`config.mk`:
```
export PLATFORM = sky130hd
export DESIGN_NAME = lock_access_controller
export DESIGN_NICKNAME = d
export VERILOG_FILES = /design/src/rtl/lock_access_controller_pkg.sv /design/src/rtl/lock_ctrl_timer.sv /design/src/rtl/lock_access_controller.sv
export SDC_FILE = /design/constraint.sdc
export NUM_CORES = 1
export LEC_CHECK = 0
export BUFFER_PORTS_ARGS = -buffer_cell sky130_fd_sc_hd__buf_2
export CAP_MARGIN = 15
export CORE_MARGIN = 4
export CORE_UTILIZATION = 40
export DETAILED_ROUTE_END_ITERATION = 10
export GPL_ROUTABILITY_DRIVEN = 0
export MAX_ROUTING_LAYER = met4
export SYNTH_ARGS = -nofsm -noshare
export SYNTH_HDL_FRONTEND = slang
export SYNTH_HIERARCHICAL = 1
export SYNTH_SLANG_ARGS = --single-unit
```
`constraint.sdc`:
```
create_clock -name clk -period 3.95 [get_ports clk]
set_input_delay 0.5925 -clock clk [delete_from_list [all_inputs] [get_ports clk]]
set_output_delay 0.5925 -clock clk [all_outputs]
set_load 0.03 [all_outputs]
```
`src/rtl/lock_access_controller_pkg.sv`:
```
// rtl/lock_access_controller_pkg.sv - shared state encodings and helpers for the lock access controller
package lock_access_controller_pkg;

  // 3-bit encodings, kept stable so lock-core monitors can decode the state
  typedef enum logic [2:0] {
    ST_IDLE    = 3'd0,
    ST_ENTRY   = 3'd1,
    ST_OPEN    = 3'd2,
    ST_CLEAR   = 3'd3,
    ST_LOCKOUT = 3'd4
  } state_e;

  // Largest of three cycle counts, used to size the shared timer
  function automatic int max3(input int a, input int b, input int c);
    int m;
    m = a;
    if (b > m) m = b;
    if (c > m) m = c;
    return m;
  endfunction

endpackage

```
`src/rtl/lock_ctrl_timer.sv`:
```
// rtl/lock_ctrl_timer.sv - loadable down-counter with zero flag, stops at zero
module lock_ctrl_timer #(
  parameter int W = 5
) (
  input  logic         clk,
  input  logic         rst,
  input  logic         load_i,
  input  logic [W-1:0] load_val_i,
  output logic         zero_o
);

  logic [W-1:0] count_q;

  // Load wins over counting; the counter parks at zero instead of wrapping
  always_ff @(posedge clk) begin
    if (rst) begin
      count_q <= '0;
    end else if (load_i) begin
      count_q <= load_val_i;
    end else if (count_q != '0) begin
      count_q <= count_q - 1'b1;
    end
  end

  assign zero_o = (count_q == '0);

endmodule

```
`src/rtl/lock_access_controller.sv`:
```
// rtl/lock_access_controller.sv - press forwarding, entry timeout, door hold and lockout sequencing
module lock_access_controller
  import lock_access_controller_pkg::*;
#(
  parameter int ENTRY_TIMEOUT  = 16,
  parameter int OPEN_CYCLES    = 8,
  parameter int LOCKOUT_CYCLES = 32,
  parameter int MAX_FAILS      = 3,
  localparam int FAIL_W        = $clog2(MAX_FAILS + 1)
) (
  input  logic              clk,
  input  logic              rst,
  input  logic              btn_0_in,
  input  logic              btn_1_in,
  input  logic              lock_unlock,
  output logic              btn_0_out,
  output logic              btn_1_out,
  output logic              lock_clear,
  output logic              door_open,
  output logic              locked_out,
  output logic [FAIL_W-1:0] fail_count
);

  localparam int TIMER_MAX = max3(ENTRY_TIMEOUT, OPEN_CYCLES, LOCKOUT_CYCLES);
  localparam int TIMER_W   = $clog2(TIMER_MAX);

  state_e              state_q;
  logic                btn_0_q;
  logic                btn_1_q;
  logic                lock_clear_q;
  logic                door_open_q;
  logic                locked_out_q;
  logic [FAIL_W-1:0]   fail_count_q;

  logic                press;
  logic                idle_press;
  logic                entry_unlock;
  logic                entry_press;
  logic                entry_fail;
  logic [FAIL_W-1:0]   fail_inc;
  logic                lockout_hit;
  logic                timer_load;
  logic [TIMER_W-1:0]  timer_val;
  logic                timer_zero;

  assign press        = btn_0_in | btn_1_in;
  assign idle_press   = (state_q == ST_IDLE) & press;
  assign entry_unlock = (state_q == ST_ENTRY) & lock_unlock;
  assign entry_press  = (state_q == ST_ENTRY) & ~lock_unlock & press;
  assign entry_fail   = (state_q == ST_ENTRY) & ~lock_unlock & ~press & timer_zero;

  assign fail_inc     = (fail_count_q == FAIL_W'(MAX_FAILS)) ? fail_count_q
                                                             : fail_count_q + 1'b1;
  assign lockout_hit  = (fail_inc == FAIL_W'(MAX_FAILS));

  // Timer reloads only on entry to a timed state or on an accepted press
  always_comb begin
    timer_load = 1'b0;
    timer_val  = '0;
    if (idle_press || entry_press) begin
      timer_load = 1'b1;
      timer_val  = TIMER_W'(ENTRY_TIMEOUT - 1);
    end else if (entry_unlock) begin
      timer_load = 1'b1;
      timer_val  = TIMER_W'(OPEN_CYCLES - 1);
    end else if (entry_fail && lockout_hit) begin
      timer_load = 1'b1;
      timer_val  = TIMER_W'(LOCKOUT_CYCLES - 1);
    end
  end

  lock_ctrl_timer #(
    .W (TIMER_W)
  ) u_timer (
    .clk        (clk),
    .rst        (rst),
    .load_i     (timer_load),
    .load_val_i (timer_val),
    .zero_o     (timer_zero)
  );

  // Sequencing FSM with registered outputs; forwarded presses last one cycle
  always_ff @(posedge clk) begin
    if (rst) begin
      state_q      <= ST_IDLE;
      btn_0_q      <= 1'b0;
      btn_1_q      <= 1'b0;
      lock_clear_q <= 1'b0;
      door_open_q  <= 1'b0;
      locked_out_q <= 1'b0;
      fail_count_q <= '0;
    end else begin
      btn_0_q <= 1'b0;
      btn_1_q <= 1'b0;
      case (state_q)
        ST_IDLE: begin
          lock_clear_q <= 1'b0;
          if (press) begin
            btn_0_q <= btn_0_in;
            btn_1_q <= btn_1_in & ~btn_0_in;
            state_q <= ST_ENTRY;
          end
        end
        ST_ENTRY: begin
          if (lock_unlock) begin
            state_q      <= ST_OPEN;
            fail_count_q <= '0;
            door_open_q  <= 1'b1;
          end else if (press) begin
            btn_0_q <= btn_0_in;
            btn_1_q <= btn_1_in & ~btn_0_in;
          end else if (timer_zero) begin
            fail_count_q <= fail_inc;
            lock_clear_q <= 1'b1;
            if (lockout_hit) begin
              state_q      <= ST_LOCKOUT;
              locked_out_q <= 1'b1;
            end else begin
              state_q <= ST_CLEAR;
            end
          end
        end
        ST_OPEN: begin
          if (timer_zero) begin
            door_open_q  <= 1'b0;
            lock_clear_q <= 1'b1;
            state_q      <= ST_CLEAR;
          end
        end
        ST_CLEAR: begin
          lock_clear_q <= 1'b0;
          state_q      <= ST_IDLE;
        end
        ST_LOCKOUT: begin
          if (timer_zero) begin
            fail_count_q <= '0;
            locked_out_q <= 1'b0;
            lock_clear_q <= 1'b0;
            state_q      <= ST_IDLE;
          end
        end
        default: begin
          state_q      <= ST_IDLE;
          lock_clear_q <= 1'b0;
          door_open_q  <= 1'b0;
          locked_out_q <= 1'b0;
        end
      endcase
    end
  end

  assign btn_0_out  = btn_0_q;
  assign btn_1_out  = btn_1_q;
  assign lock_clear = lock_clear_q;
  assign door_open  = door_open_q;
  assign locked_out = locked_out_q;
  assign fail_count = fail_count_q;

endmodule
```
==> results.md <==
* Outcome: finished, final reports clean
* P&R area growth vs syn at 11.3%
* Row count at 16
* Synth Net Count at 107
* Clock Latency Late Sink at 0.28 ns
* Seq/Total Area, Yosys at 0.347
* Final HPWL DP at 1330 µm
* Total power draw at 425 µW
* H-tree levels at 1
* Slew @ Worst Pin at 0.499 ns
* Drt pass-1 iters at 4
* Final wirelength at 1940 µm
* Max VDD drop at 265 µV
* Maximum root-to-sink buffer count at 2
* Routed Antenna Nets at 0
* Syn avg cell area at 8.57 µm²
* Global-route wire length before repair at 3290 µm
* Postcts setup bufs at 0
* TritonCTS buffer count at 3
* Setup TNS at 0 ns
* # IOs at 12
* WL per Instance at 13.9 µm
* Worst slew margin at 0.667
* Root buf cell: clkbuf_4
* Final Hold Fails at 0
* Starting Density at 0.432
* Nets at 120
* Clock sink total at 15
* Power per cell area at 441 nW/µm²
* Combinational Power Share at 0.337
* Final hold slack at 0.529 ns
* RSZ-0062 raised after global routing: no
* Min Clock Period, post-route at 2.58 ns
* Largest net degree at the start of global routing at 18
* Synth Instances at 101
* Die area at approximately 3000 µm²
* Vias in the first global route at 737
* Worst Path Arrival at 2.75 ns
* Layout cell share with drive strength beyond 1 at 0.195
* Core area at ~2000 µm²
* Post-synthesis async set-or-reset flop share at 0
* Switching Fraction at 0.363
* Final Worst Setup Slack at 1.37 ns
* CP Capture Type: flop
* Number of antenna violations at the first check in global routing at 0
* Pleak at 0.000378 µW
* Req. time, crit path at 4.12 ns
* Flops & latches, synth at 15
* Inserted Diodes at 0
* Pre-CTS setup slack at 1.44 ns
* Max cap viols at 0
* Final period util at 0.652
* Register area at between 300 and 400 µm²
* Die Y at 54.5 µm
* DR vias at 784
* Fillers at around 200
* Worst Clk Skew at 0.00226 ns
* Peak Freq at 388 MHz
* Main synth FF type: dfxtp_1
* GRT overflow at 0
* Clk pwr share at 0.209
* Via density at 5.60
* Worst-path clk slew at 0.09 ns
* Internal power at 271 µW
* Post-synth EDFFs at 0
* Iteration-0 DRC count of the detailed router at 36
* Yosys cell types at 43
* Startpoint Class: flop
* Port bufs at 11
* Die width at roughly 55 µm
* Worst Path Class, Setup: reg2reg
* R2R Setup Slk at 1.37 ns
* Hold buffer count at CTS at 0
* Largest fanout on the critical path at 16
* # setup viols final at 0
* Placed Area at 937 µm²
* Multi-input gate area at 499 µm²
* Worst Hold Class: reg2reg
* CTS tree: yes
* Psw at 154 µW
* Cts repair resizes at 0
* Reg power frac at 0.454
* Final Instance Area at slightly below 1000 µm²
* Final Max Tran Viols at 0
* DRC violations left at 0
* Synth warn at 6
* Cell Area, Synth at 866 µm²
* Gr usage total at 0.160
-- power groups by stage --
stage               Combinational (µW)  Sequential (µW)  Clock (µW)
floorplan                          107              196           0
global placement                   140              196           0
detailed placement                 141              196           0
CTS                                142              193        91.6
global route                       157              197        98.4
finish                             143              193        88.8
-- cells by family after synthesis --
family                     Yosys count  share of synthesized area
and+or+nand+nor                     41                      0.316
AOI/OAI and AO/OA                   28                      0.223
DFF                                 15                      0.347
buffers and inverters               14                     0.0766
xor gates and xnor gates             1                     0.0101
muxes                                1                     0.0130
adders and majority gates            1                     0.0144
-- worst max-delay path, cell delays in order, from the launching register on --
cell and delay [ns]:
dfxtp_1 0.34, inv_1 0.10, ha_1 0.23, nor4b_4 0.22, buf_4 0.24, and2_1 0.21, o21ai_0 0.09, a211oi_1 0.25
buf_4 0.19, inv_1 0.11, and4_2 0.22, a311o_1 0.27
-- worst paths after layout --
check | startpoint | end | cells after the start
worst max-delay path | u_timer/count_q[0]$_SDFFE_PP0P_ | u_timer/count_q[1]$_SDFFE_PP0P_ | 11
worst min-delay path | lock_clear$_SDFFE_PP0P_ | lock_clear$_SDFFE_PP0P_ | 2
worst max register to register | u_timer/count_q[0]$_SDFFE_PP0P_ | u_timer/count_q[1]$_SDFFE_PP0P_ | 11
worst min register to register | lock_clear$_SDFFE_PP0P_ | lock_clear$_SDFFE_PP0P_ | 2
-- metal layers --
layer	share of wire	global-route usage	vias up
met2	0.44	0.235	40
li1	-	-	396
met3	0.075	0.0245	2
met4	0.0098	0.0871	0
met5	0	-	-
met1	0.48	0.209	346
-- sequential cells by signal (all words and copies together) (netlist names) --
register / count
state_q: 3
lock_clear: 1
locked_out: 1
door_open: 1
btn_1_out: 1
btn_0_out: 1
u_timer/count_q: 5
fail_count: 2
-- Yosys cell counts, types with 2 or more instances --
master    number  area [µm²]
a31oi_1        3        18.8
nor2_1         6        22.5
nand3b_1       2        15.0
inv_1          9        33.8
nand2b_1       4        25.0
o21ai_0        4        20.0
nor2b_1        2        12.5
dfxtp_1       15         300
nor3_1         5        25.0
buf_2          2        10.0
nor3b_1        3        22.5
nand2_1        8        30.0
a21oi_1        8        40.0
-- layout by cell type, fill, tap and decap left out, types with 2 or more instances in the layout --
master / n
dfxtp_1: 15
a31oi_1: 3
nor3b_1: 3
buf_4: 2
nor3_1: 5
nand2b_1: 4
buf_2: 11
nand3b_1: 2
nor2_1: 6
clkbuf_4: 3
nand2_1: 8
o21ai_0: 4
nor2b_1: 2
inv_1: 9
a21oi_1: 8
-- cell type report --
| cell class | count | area share |
|---|---|---|
| clock buffers | 4 | 0.0273 |
| inverters | 9 | 0.0351 |
| repair buffers | 13 | 0.0727 |
| flip-flops and latches | 15 | 0.312 |
| multi-input cells | 72 | 0.518 |
| well taps | 27 | 0.0351 |
-- through the flow --
stage          cells  utilization
4_1_cts          140        0.481
2_1_floorplan    101            -
6_report         140        0.481
3_5_place_dp     136        0.468
5_1_grt          140        0.481
3_3_place_gp     136        0.468
Note: power is estimated with default switching activity, not from simulation.
